<file path="src/rtl/quick_cpu_pkg.sv">
// ---------------------------------------------------------------------------
// quick_cpu_pkg
// Shared constants for the quick_cpu 8-bit accumulator machine: geometry,
// opcode values, SYS function codes and the program image loaded at reset.
// No ports (package).
// ---------------------------------------------------------------------------
package quick_cpu_pkg;

  localparam int MEM_DEPTH = 32;   // 5-bit address field limits this to 32
  localparam int ADDR_W    = 5;

  // ins[7:5]
  localparam logic [2:0] OP_LDI = 3'd0;
  localparam logic [2:0] OP_LD  = 3'd1;
  localparam logic [2:0] OP_ST  = 3'd2;
  localparam logic [2:0] OP_ADD = 3'd3;
  localparam logic [2:0] OP_SUB = 3'd4;
  localparam logic [2:0] OP_JMP = 3'd5;
  localparam logic [2:0] OP_JZ  = 3'd6;
  localparam logic [2:0] OP_SYS = 3'd7;

  // ins[4:0] when op is SYS; any other value is a NOP
  localparam logic [4:0] F_OUT  = 5'd0;
  localparam logic [4:0] F_IN   = 5'd1;
  localparam logic [4:0] F_HALT = 5'd31;

  // Counter program: mem[30] holds the increment, acc counts up and is
  // copied to the output register once per three-instruction loop.
  localparam logic [7:0] DEFAULT_PROG [MEM_DEPTH] = '{
    8'h01, 8'h5E, 8'h00, 8'hE0, 8'h7E, 8'hA3, 8'h00, 8'h00,
    8'h00, 8'h00, 8'h00, 8'h00, 8'h00, 8'h00, 8'h00, 8'h00,
    8'h00, 8'h00, 8'h00, 8'h00, 8'h00, 8'h00, 8'h00, 8'h00,
    8'h00, 8'h00, 8'h00, 8'h00, 8'h00, 8'h00, 8'h00, 8'h00
  };

endpackage

</file>
<file path="src/rtl/quick_cpu_if.sv">
// ---------------------------------------------------------------------------
// quick_cpu interfaces
// quick_cpu_mem_if : core <-> memory bus. Two combinational read ports
//                    (fetch, operand) and one synchronous write port.
//                    master = CPU core, slave = memory.
// quick_cpu_pins_if: the TinyTapeout user pin bundle (ena, ui_in, uo_out,
//                    uio_in, uio_out, uio_oe). master = driver of the chip
//                    inputs, slave = the user macro.
// ---------------------------------------------------------------------------
interface quick_cpu_mem_if;
  logic [4:0] fetch_addr;
  logic [7:0] fetch_data;
  logic [4:0] op_addr;
  logic [7:0] op_data;
  logic       wr_en;
  logic [4:0] wr_addr;
  logic [7:0] wr_data;

  modport master (
    output fetch_addr, op_addr, wr_en, wr_addr, wr_data,
    input  fetch_data, op_data
  );
  modport slave (
    input  fetch_addr, op_addr, wr_en, wr_addr, wr_data,
    output fetch_data, op_data
  );
endinterface


</file>
<file path="src/rtl/quick_cpu_mem.sv">
// ---------------------------------------------------------------------------
// quick_cpu_mem
// 32x8 register-file memory. Asynchronous active-low reset reloads the
// built-in program image; reads are combinational so the core can fetch
// and fetch an operand in the same cycle.
// Ports:
//   clk   in   clock, write on rising edge
//   rst_n in   asynchronous active-low reset (reload program)
//   bus   slave side of quick_cpu_mem_if
// ---------------------------------------------------------------------------
module quick_cpu_mem
  import quick_cpu_pkg::*;
(
  input  logic            clk,
  input  logic            rst_n,
  quick_cpu_mem_if.slave  bus
);

  logic [7:0] mem [MEM_DEPTH];

  always_ff @(posedge clk or negedge rst_n) begin
    if (!rst_n) begin
      for (int i = 0; i < MEM_DEPTH; i++) begin
        mem[i] <= DEFAULT_PROG[i];
      end
    end else if (bus.wr_en) begin
      mem[bus.wr_addr] <= bus.wr_data;
    end
  end

  assign bus.fetch_data = mem[bus.fetch_addr];
  assign bus.op_data    = mem[bus.op_addr];

endmodule

</file>
<file path="src/rtl/quick_cpu.sv">
// ---------------------------------------------------------------------------
// quick_cpu
// Single-cycle 8-bit accumulator CPU wrapped in the TinyTapeout user pin set.
// Each rising edge executes mem[pc]; the OUT register drives uo_out.
// Ports:
//   clk     in   system clock
//   rst_n   in   asynchronous active-low reset
//   ena     in   design-selected flag (ignored)
//   ui_in   in   8  data read by the IN instruction
//   uo_out  out  8  OUT register
//   uio_in  in   8  unused
//   uio_out out  8  debug {halted, 2'b00, pc}
//   uio_oe  out  8  constant 8'hFF
// ---------------------------------------------------------------------------
module quick_cpu
  import quick_cpu_pkg::*;
(
  input  logic       clk,
  input  logic       rst_n,
  input  logic       ena,
  input  logic [7:0] ui_in,
  output logic [7:0] uo_out,
  input  logic [7:0] uio_in,
  output logic [7:0] uio_out,
  output logic [7:0] uio_oe
);

  // Architectural state keeps its architectural names so it can be probed.
  logic [4:0] pc;
  logic [7:0] acc;
  logic [7:0] out_r;
  logic       halted;

  logic [7:0] w_ins;
  logic [2:0] w_op;
  logic [4:0] w_f;
  logic [7:0] w_opnd;
  logic       w_unused_ok;

  quick_cpu_mem_if w_mem_bus ();

  quick_cpu_mem u_mem (
    .clk   (clk),
    .rst_n (rst_n),
    .bus   (w_mem_bus)
  );

  assign w_mem_bus.fetch_addr = pc;
  assign w_mem_bus.op_addr    = w_f;
  assign w_mem_bus.wr_addr    = w_f;
  assign w_mem_bus.wr_data    = acc;
  // A halted core must not keep storing, so the write port is gated too.
  assign w_mem_bus.wr_en      = !halted && (w_op == OP_ST);

  assign w_ins  = w_mem_bus.fetch_data;
  assign w_op   = w_ins[7:5];
  assign w_f    = w_ins[4:0];
  assign w_opnd = w_mem_bus.op_data;

  always_ff @(posedge clk or negedge rst_n) begin
    if (!rst_n) begin
      pc     <= '0;
      acc    <= '0;
      out_r  <= '0;
      halted <= 1'b0;
    end else if (!halted) begin
      pc <= pc + 5'd1;  // 5-bit add wraps 31 -> 0
      case (w_op)
        OP_LDI: acc <= {3'b000, w_f};
        OP_LD:  acc <= w_opnd;
        OP_ST:  ;  // handled by the memory write port
        OP_ADD: acc <= acc + w_opnd;
        OP_SUB: acc <= acc - w_opnd;
        OP_JMP: pc  <= w_f;
        OP_JZ:  if (acc == 8'h00) pc <= w_f;
        default: begin  // OP_SYS
          case (w_f)
            F_OUT:  out_r <= acc;
            F_IN:   acc   <= ui_in;
            F_HALT: begin
              halted <= 1'b1;
              pc     <= pc;
            end
            default: ;
          endcase
        end
      endcase
    end
  end

  assign uo_out  = out_r;
  assign uio_out = {halted, 2'b00, pc};
  assign uio_oe  = 8'hFF;

  assign w_unused_ok = &{1'b0, ena, uio_in};

endmodule

</file>
<file path="config.mk">
export PLATFORM = sky130hd
export DESIGN_NAME = quick_cpu
export DESIGN_NICKNAME = d
export VERILOG_FILES = /design/src/rtl/quick_cpu_pkg.sv /design/src/rtl/quick_cpu_if.sv /design/src/rtl/quick_cpu_mem.sv /design/src/rtl/quick_cpu.sv
export SDC_FILE = /design/constraint.sdc
export NUM_CORES = 1
export LEC_CHECK = 0
export BUFFER_PORTS_ARGS = -buffer_cell sky130_fd_sc_hd__buf_4
export CORE_MARGIN = 10
export CORE_UTILIZATION = 25
export CTS_BUF_LIST = sky130_fd_sc_hd__clkbuf_4 sky130_fd_sc_hd__clkbuf_8 sky130_fd_sc_hd__clkbuf_16
export DETAILED_ROUTE_END_ITERATION = 16
export PLACE_DENSITY = 0.35
export SYNTH_ARGS = -nofsm -noshare
export SYNTH_HDL_FRONTEND = slang
export SYNTH_SLANG_ARGS = --single-unit
</file>
<file path="constraint.sdc">
create_clock -name clk -period 6.85 [get_ports clk]
set_input_delay 0.3425 -clock clk [delete_from_list [all_inputs] [get_ports clk]]
set_output_delay 0.3425 -clock clk [all_outputs]
set_load 0.005 [all_outputs]
</file>
==> impl_metrics.tcl, run 1 <==
set metrics [dict create \
    status "completed" \
    io_pins 43 \
    antenna_found_initial 0 \
    first_global_vias 11900 \
    cts_resized 0 \
    worst-setup-path-type "flip-flop to flip-flop" \
    maxSlewHeadroom_pct 23.2 \
    totalWireLength_mm 66.5 \
    critPathRequiredTime_ps 7310 \
    worst_slack_ps 335 \
    dieArea_mm2 0.0750 \
    route.met2.wl_mm 30.3 \
    crit_arrival_ps 6970 \
    fin_hold_ws_ps 67.2 \
    worst-path-max-fanout 15 \
    postRouteAntennaNets 0 \
    tns_ps 0 \
    num-nets-final 1446 \
    endpoint_kind "flip-flop" \
    layout-drive-gt1-share_pct 36.1 \
    fin_total_pwr_uw 3690 \
    wl_per_cell_um 29.0 \
    irDropWorstVdd_mv 0.130 \
    numCtsBuffers 37 \
    initial_core_util_pct 25.4 \
    via_count 12000 \
    drcViolationCount 0 \
    synth_edf_count 0 \
    grt_pass1_wl_mm 95.1 \
    skew_ps 11.8 \
    hold_violations 0 \
    hp-class "input pin to flip-flop" \
    dp_hpwl_mm 46.6 \
    leakage_uw 0.00789 \
    globalRoute.totalOverflow 0 \
    std_cell_rows 92 \
    yosysSeqAreaShare_pct 43.4 \
    worst_pin_slew_ps 1150 \
    die_y_um 274 \
    drv_cap 0 \
    route.met3.wl_mm 3.11 \
    grt_max_degree 101 \
    clockBufferDepth 3 \
    cts_sinks 278 \
    route.top_layer_used "met4" \
    m1WireLength_mm 31.0 \
    async_flop_share_pct 100 \
    drv_slew 0 \
    place_congestion 0.900 \
    track_usage_pct 17.7 \
    firstDrtPassIters 6 \
    final.min_clock_period_ps 6510 \
    critPathLaunchType "flip-flop" \
    clock.fmax_mhz 153 \
    port_buffers 23 \
    ys_types 82 \
    synthFlopType "dfrtp_1" \
    core_mm2 0.0634 \
    synth_cells 1392 \
    area_growth_pct 15.8 \
    viasPerCell 5.22 \
    post-route-period-util_pct 95.1 \
    powerDensity_mw_per_mm2 198 \
    cts_tree "yes" \
    fp.dieW_um 274 \
    syn_area_mm2 0.0161 \
    worstSkewPairLatency_ps 550 \
    drtIter0Drc 973 \
    grt_setup_unrepaired "false" \
    path_clk_slew_ps 60 \
    setup_viol 0 \
    yosysWarnings 0 \
    post-place-ws_ps 439 \
    synth-seq-cells 278 \
    htreeDepth 2 \
    syn_avg_cell_area_um2 11.6 \
    cts-root-buf "clkbuf_16" \
]
cells in the final DEF (no fill, tap or decap), types with 10 or more instances in the layout:
cell | netlist | routed
mux2_2 | 237 | 237
dfstp_2 | 19 | 19
mux4_2 | 70 | 70
o22ai_1 | 15 | 15
nand3_1 | 52 | 52
clkbuf_16 | 0 | 37
mux2i_1 | 96 | 94
dfrtp_1 | 259 | 256
inv_1 | 11 | 11
nor2_2 | 18 | 18
nand2_1 | 190 | 189
conb_1 | 2 | 10
a21oi_1 | 28 | 28
buf_4 | 28 | 82
xnor2_1 | 11 | 11
o21ai_0 | 68 | 68
nor2_1 | 43 | 42
clkbuf_8 | 0 | 11
registers in the layout, summed over array words and instances (netlist names):
name,count
u_mem.mem,256
acc,8
uo_out,8
pc,5
halted,1
cell usage after synthesis, drive strengths merged (3+ instances only):
library cell,count,area (um2)
nand3,52,260
mux2i,98,1010
a41oi,5,43.8
nor3,10,55.1
a221o,4,40.0
a21o,7,52.6
dfstp,19,499
clkbuf,48,180
a21oi,29,149
nor2b,4,25.0
ha,9,113
nor2,61,274
o221ai,5,43.8
nand2,193,732
and2,8,50.1
a211oi,4,30.0
buf,65,432
mux2,240,2710
mux4,70,1580
o21ai,69,345
a31oi,5,31.3
nand4,3,18.8
o211ai,7,52.6
o22ai,15,93.8
inv,12,47.6
o22a,7,61.3
or4,3,22.5
o21a,3,22.5
a22oi,7,52.6
a22o,3,26.3
dfrtp,259,6480
nand2b,7,43.8
or3,5,36.3
xnor2,11,96.3
and3,5,31.3
logic make-up (layout without fill, tap and decap cells):
kind of cell | Yosys count | after routing | share of synthesized area [%]
adder cells (fa/ha/maj) | 10 | 10 | 0.824
XOR/XNOR | 12 | 12 | 0.653
buffers and inverters | 126 | 168 | 4.12
AND/OR/NAND/NOR | 359 | 359 | 10.1
multiplexers | 408 | 408 | 32.9
flip-flops | 278 | 278 | 43.4
other | 2 | 11 | 0.0466
AO/OA/AOI/OAI | 197 | 197 | 8.03
timing repair:
action / CTS / global route
hold buffers: 1 / 0
endpoints found under the hold margin: 92 / 0
setup endpoints to repair: 0 / 0
setup buffers: 0 / 0
metal layers:
layer,up-vias,track usage (%)
met4,0,5.48
li1,5171,-
met1,6330,25.0
met2,358,27.3
met5,-,0
met3,98,2.45
power breakdown:
group          switching (uW)  total [uW]  internal [uW]
clock network             786        2000           1220
logic                    37.2        42.2           5.04
registers                   0        1640           1640
layout make-up:
cell class | instances | area, um2
diodes | 1 | 2.50
clock buffers | 56 | 1140
clock inverters | 8 | 92.6
fillers | 6491 | 44800
inverters | 13 | 51.3
multi-input cells | 996 | 8530
flip-flops and latches | 278 | 6990
well taps | 846 | 1060
repair buffers | 91 | 781
per-stage QoR:
step / utilization, % / std cells / instance area [um2]
detailed placement: 27.4 / 2223 / 17400
CTS: 29.4 / 2288 / 18600
global placement: 27.4 / 2223 / 17400
floorplan: - / 1400 / 16100
global route: 29.4 / 2288 / 18600
finish: 29.4 / 2289 / 18600
worst paths after layout:
path                                        to      start  slack (ps)  depth (start not counted)
worst max-delay path                    acc[7]      pc[2]         340                         22
worst min-delay path                    acc[5]   ui_in[5]          70                          3
worst max register to register          acc[7]      pc[2]         340                         22
worst min register to register       uo_out[4]  uo_out[4]         480                          2
max in group asynchronous       u_mem.mem[184]      rst_n        4860                          3
min in group asynchronous        u_mem.mem[18]      rst_n         440                          2
critical path, cell delays in order, from the launching register on:
cell      delay, ps
dfrtp_2         630
buf_4           370
mux4_2          390
mux4_2          520
mux2i_4         210
nand2b_1        110
nor2_1          600
nand3_1         160
a41oi_1         350
or4_1           350
ha_1            300
a21oi_1         270
ha_1            300
a21o_1          190
a21o_1          200
a21oi_1         210
o21bai_1        120
a21o_1          190
a21oi_1         170
xnor2_1         150
xnor2_1         120
or3_1           330
o221ai_1        170
No activity file was read; power rests on OpenSTA's default activity.
==> run 2, diff against run 1 <==
GPL_TIMING_DRIVEN = 0   (was default)
PLACE_DENSITY = 0.5   (was 0.35)
clock period = 7.2 ns   (was 6.85 ns; I/O delays follow)
==> run 2 against run 1 <==
Compared with the run above:
- non-clock buffer count rose by 47
- die area unchanged
- worst hold slack improved by 54 ps
- critical path type unchanged
- critical endpoint unchanged
- largest power group unchanged
==> impl_metrics.tcl, run 2 (same netlist as run 1, synthesis figures left out) <==
set metrics [dict create \
    slowest_delay_ps 840 \
    die_y_um 274 \
    wl_per_cell_um 30.2 \
    viasPerCell 5.45 \
    initial_core_util_pct 25.4 \
    cts_sinks 278 \
    r2r-end "acc[7]" \
    swShare_pct 21.8 \
    port_buffers 23 \
    worst_pin_slew_ps 1330 \
    r2r-start "pc[4]" \
    worstSetupStartpoint "pc[4]" \
    globalRoute.totalOverflow 0 \
    fin_hold_ws_ps 121 \
    clock.fmax_mhz 144 \
    postRouteAntennaNets 0 \
    drv_cap 0 \
    first_global_vias 12600 \
    path_clk_slew_ps 50 \
    post-route-period-util_pct 96.7 \
    post_cts.repair.setup_buffers 0 \
    place_area_mm2 0.0174 \
    worst-setup-path-type "flip-flop to flip-flop" \
    combinationalPowerShare_pct 1.3 \
    dieArea_mm2 0.0750 \
    top_register "u_mem.mem" \
    worst_slack_ps 241 \
    num-nets-final 1492 \
    seq_power_share_pct 45.5 \
    htreeDepth 2 \
    path_buf_inv 4 \
    layout_commonest_cell "dfrtp_1" \
    layout-drive-gt1-share_pct 34.6 \
    worst-path-max-fanout 10 \
    fin_area_mm2 0.0186 \
    setup_viol 0 \
    cp_slowest_cell "nor2_1" \
    drtIter0Drc 1430 \
    std_cell_rows 92 \
    whs_path_depth 3 \
    cts-root-buf "clkbuf_16" \
    crit_cells 24 \
    critical_path.endpoint "acc[7]" \
    maxSlewHeadroom_pct 11.4 \
    critPathTopFamily "simple AND/OR/NAND/NOR gates" \
    totalWireLength_mm 70.5 \
    num_antenna_cells 0 \
    critPathLaunchType "flip-flop" \
    antenna_found_initial 3 \
    post-place-ws_ps -350 \
    endpoint_kind "flip-flop" \
    place_congestion 0.982 \
    crit_chain "clkdlybuf4s15_2 > clkdlybuf4s15_2 > mux4_2 > mux2i_1 > buf_4 > nor2_1 > nand2_1 > o22ai_1 > o21ai_0 > and4_1 > buf_2 > ha_1 > a21oi_1 > ha_1 > a21o_1 > a21o_1 > a21oi_1 > o21bai_1 > a21o_1 > a21oi_1 > xnor2_1 > xnor2_1 > or3_1 > o221ai_1" \
    grt_max_degree 112 \
    io_pins 43 \
    area_growth_pct 15.8 \
    final.min_clock_period_ps 6960 \
    clockBufferDepth 3 \
    cts_tree "yes" \
    via_count 12700 \
    hp-class "input pin to flip-flop" \
    power.switching_uw 750 \
    r2r_cells 24 \
    tns_ps 0 \
    power.share.clock_pct 53.2 \
    ff2ff_setup_slack_ps 240 \
    fin_total_pwr_uw 3430 \
    leakage_uw 0.00789 \
    largest_reg_flops 256 \
    irDropWorstVdd_mv 0.120 \
    worstSkewPairLatency_ps 560 \
    grt_setup_unrepaired "false" \
    numCtsBuffers 36 \
    skew_ps 19.9 \
    crit_arrival_ps 7420 \
    firstDrtPassIters 5 \
    status "completed" \
    grt_pass1_wl_mm 99.1 \
    drv_slew 0 \
    powerDensity_mw_per_mm2 184 \
    drcViolationCount 0 \
    p_int_uw 2680 \
    fp.dieW_um 274 \
    dp_hpwl_mm 49.6 \
    most-common-layout-cells "dfrtp_1, mux2_2, nand2_1, mux2i_1, mux4_2" \
    critPathRequiredTime_ps 7660 \
    core_mm2 0.0634 \
    hold_violations 0 \
    track_usage_pct 18.6 \
]
==> run 2: cell count changes in the layout (fill, tap and decap cells not counted), moves of 3 or more <==
cell,change
dfrtp_1,+3
clkbuf_8,-6
clkbuf_1,+44
buf_12,-7
clkbuf_4,+5
buf_2,+26
buf_4,-32
buf_6,+5
==> run 2: worst min path at each step <==
stage / from / endpoint / slack (ps)
2_1_floorplan: rst_n / acc[0] / 60
3_3_place_gp: uo_out[0] / uo_out[0] / 470
3_5_place_dp: rst_n / u_mem.mem[240] / 370
4_1_cts: ui_in[5] / acc[5] / 100
5_1_grt: ui_in[5] / acc[5] / 130
6_report: ui_in[5] / acc[5] / 120
==> run 2: worst reg2reg max path, cell delays in order, from the launching register on <==
cell,delay (ps)
dfrtp_1,340
clkdlybuf4s15_2,530
clkdlybuf4s15_2,650
mux4_2,330
mux2i_1,130
buf_4,280
nor2_1,850
nand2_1,460
o22ai_1,300
o21ai_0,110
and4_1,180
buf_2,170
ha_1,290
a21oi_1,200
ha_1,270
a21o_1,180
a21o_1,200
a21oi_1,140
o21bai_1,110
a21o_1,190
a21oi_1,180
xnor2_1,100
xnor2_1,180
or3_1,330
o221ai_1,160
==> run 2: power by group through the flow <==
stage	clock network (uW)	logic, uW	registers, uW
final	1830	45.1	1560
after global routing	1920	52.5	1560
after CTS	1850	47.0	1560
after detailed placement	0	46.5	1590
after global placement	0	41.5	1590
after floorplan	0	5.09	1590
==> run 2: timing repair <==
item	CTS	global route
setup endpoints to repair	1	1
gates resized for setup	5	9
hold buffers	1	0
hold endpoints to repair	62	0
==> run 2: metal layers <==
metal	GRT usage (%)	share of wire, %	wire [um]	up-vias
li1	-	-	-	5267
met1	24.8	43	30400	6635
met2	28.2	44	31100	659
met3	4.27	8.2	5800	160
met4	8.29	4.5	3200	0
met5	0	0	0	-
==> run 2: area by class of cell <==
type	count	area [um2]
fillers	6477	44800
multi-input cells	996	8500
flip-flops and latches	278	6980
clock buffers	54	1080
well taps	846	1060
plain buffers	112	634
repair buffers	26	245
clock inverters	8	95.1
inverters	13	51.3
==> run 2: metrics by stage <==
stage / utilization, % / instances
final: 29.4 / 2333
after global routing: 29.4 / 2333
after CTS: 29.4 / 2334
after detailed placement: 27.5 / 2271
after global placement: 27.4 / 2269
after floorplan: - / 1400
==> run 3, diff against run 2 <==
ABC_AREA = 1   (was default)
GPL_TIMING_DRIVEN = default   (was 0)
SLEW_MARGIN = 30   (was default)
==> run 3 against run 2 <==
Compared with the run above:
- routed wire length is 13% lower
- synthesized area is 2.5% higher
- worst hold slack worse by 43 ps
- non-clock buffer count is 71 lower
- setup slack better by 980 ps
- combinational power is 13% lower
- critical path type unchanged
- critical endpoint unchanged
- largest power group unchanged
==> impl_metrics.tcl, run 3 <==
set metrics [dict create \
    critPathLaunchType "flip-flop" \
    grt_setup_unrepaired "false" \
    area_growth_pct 12.8 \
    maxSlewHeadroom_pct 34.3 \
    totalWireLength_mm 61.2 \
    leakage_uw 0.00855 \
    yosysMostFrequentCell "nand2_1" \
    syn_avg_cell_area_um2 6.77 \
    whs_path_depth 3 \
    clockBufferDepth 3 \
    grt_max_degree 92 \
    irDropWorstVdd_mv 0.132 \
    clock.fmax_mhz 167 \
    worst_pin_slew_ps 983 \
    grt_pass1_wl_mm 94.9 \
    slowest_delay_ps 690 \
    dp_hpwl_mm 39.1 \
    worst-path-max-fanout 36 \
    critPathRequiredTime_ps 7670 \
    synth_edf_count 0 \
    wl_per_cell_um 18.7 \
    numCtsBuffers 34 \
    synth_cells 2437 \
    r2r-end "acc[7]" \
    synth-seq-cells 278 \
    globalRoute.totalOverflow 0 \
    place_congestion 0.937 \
    r2r-start "pc[0]" \
    hold_buffers 1 \
    crit_arrival_ps 6450 \
    synthFlopType "dfrtp_1" \
    skew_ps 19.5 \
    worst-setup-path-type "flip-flop to flip-flop" \
    postRouteAntennaNets 0 \
    cts-root-buf "clkbuf_16" \
    std_cell_rows 94 \
    dieArea_mm2 0.0767 \
    post_cts.repair.setup_buffers 0 \
    crit_top_cell "nand2_1" \
    post-place-ws_ps 1360 \
    cp_slowest_cell "dfrtp_4" \
    cts_resized 0 \
    final.min_clock_period_ps 5980 \
    track_usage_pct 15.6 \
    first_global_vias 15200 \
    post-route-period-util_pct 83.0 \
    ff2ff_setup_slack_ps 1220 \
    drv_slew 0 \
    nFillCells 7263 \
    cts_tree "yes" \
    status "completed" \
    htreeDepth 2 \
    synth_area_leaders "dfrtp_1, nand2_1, o21ai_0, nand3_1, inv_1" \
    num-nets-final 2405 \
    die_y_um 277 \
    place_area_mm2 0.0174 \
    netlist.top_cell.by_area "dfrtp_1" \
    initial_core_util_pct 25.2 \
    setup_viol 0 \
    layout-drive-gt1-share_pct 7.50 \
    min_to "acc[5]" \
    yosysSeqAreaShare_pct 42.3 \
    viasPerCell 4.90 \
    via_count 16000 \
    layout_commonest_cell "nand2_1" \
    r2r_cells 35 \
    worstHoldStart "ui_in[5]" \
    drv_cap 0 \
    fp.dieW_um 277 \
    fin_hold_ws_ps 78.2 \
    worst_slack_ps 1220 \
    tns_ps 0 \
    core_mm2 0.0656 \
    fin_area_mm2 0.0186 \
    top_register "u_mem.mem" \
    drtIter0Drc 1650 \
    num_antenna_cells 0 \
    powerDensity_mw_per_mm2 184 \
    async_flop_share_pct 100 \
    drcViolationCount 0 \
    ys_types 41 \
    hp-class "input pin to flip-flop" \
    syn_area_mm2 0.0165 \
    synth_top_area_share_pct 39.3 \
    path_clk_slew_ps 60 \
    most-common-layout-cells "nand2_1, o21ai_0, dfrtp_1, nand3_1, inv_1" \
    hold_violations 0 \
    ys_top_cells_by_count "nand2_1, o21ai_0, dfrtp_1" \
    port_buffers 23 \
    io_pins 43 \
    largest_reg_flops 256 \
    yosysWarnings 0 \
    cts_sinks 278 \
    worstSkewPairLatency_ps 560 \
    endpoint_kind "flip-flop" \
    antenna_found_initial 1 \
    final_core_util_pct 28.4 \
    firstDrtPassIters 5 \
]
[run 3: cell families after synthesis]
logic type / share of synthesized area [%]
and+or+nand+nor: 31.5
DFF: 42.3
AOI/OAI and AO/OA: 16.0
adders and majority gates: 0.803
xor gates and xnor gates: 0.584
buffers and inverters: 8.79
other: 0.0455
[run 3: layout make-up]
class / count / area (um2) / area share [%]
clock buffer: 55 / 1130 / 6.07
clock inverter: 6 / 63.8 / 0.343
inverter: 164 / 617 / 3.31
multi-input combinational: 1831 / 8130 / 43.6
sequential: 278 / 6990 / 37.5
tap: 864 / 1080 / 5.80
timing repair buffer: 67 / 621 / 3.33
[run 3: worst max-delay path by stage]
stage / start / endpoint / slack [ps] / depth (start not counted)
after floorplan: pc[0] / acc[7] / 2790 / 36
after global placement: pc[0] / acc[7] / 1370 / 38
after detailed placement: pc[0] / acc[7] / 1360 / 35
after CTS: pc[0] / acc[7] / 1350 / 35
after global routing: pc[0] / acc[7] / 630 / 33
final: pc[0] / acc[7] / 1220 / 35
[run 3: critical path, delay by kind of cell (launching register included)]
family,cells,cell delay [ps]
DFF,1,690
AOI/OAI and AO/OA,6,1100
xor gates and xnor gates,2,390
and+or+nand+nor,20,2480
buffers and inverters,5,730
adders and majority gates,2,510
[run 3: through the flow]
step | total power [uW] | instances
after CTS | 3480 | 3265
after global routing | 3550 | 3265
final | 3430 | 3265
after global placement | 1630 | 3203
after detailed placement | 1630 | 3203
after floorplan | 1600 | 2445
[run 3: per-layer routing]
layer | vias up | GRT usage (%) | wire, um
met1 | 7678 | 21.2 | 27800
met5 | - | 0 | 13
met4 | 2 | 4.96 | 1620
met2 | 517 | 24.8 | 27700
li1 | 7698 | - | -
met3 | 91 | 2.83 | 4080
[run 3: report_power, final]
part | total (uW) | internal (uW) | switching, uW
clock network | 1820 | 1110 | 713
logic | 39.4 | 5.20 | 34.2
registers | 1560 | 1560 | 0
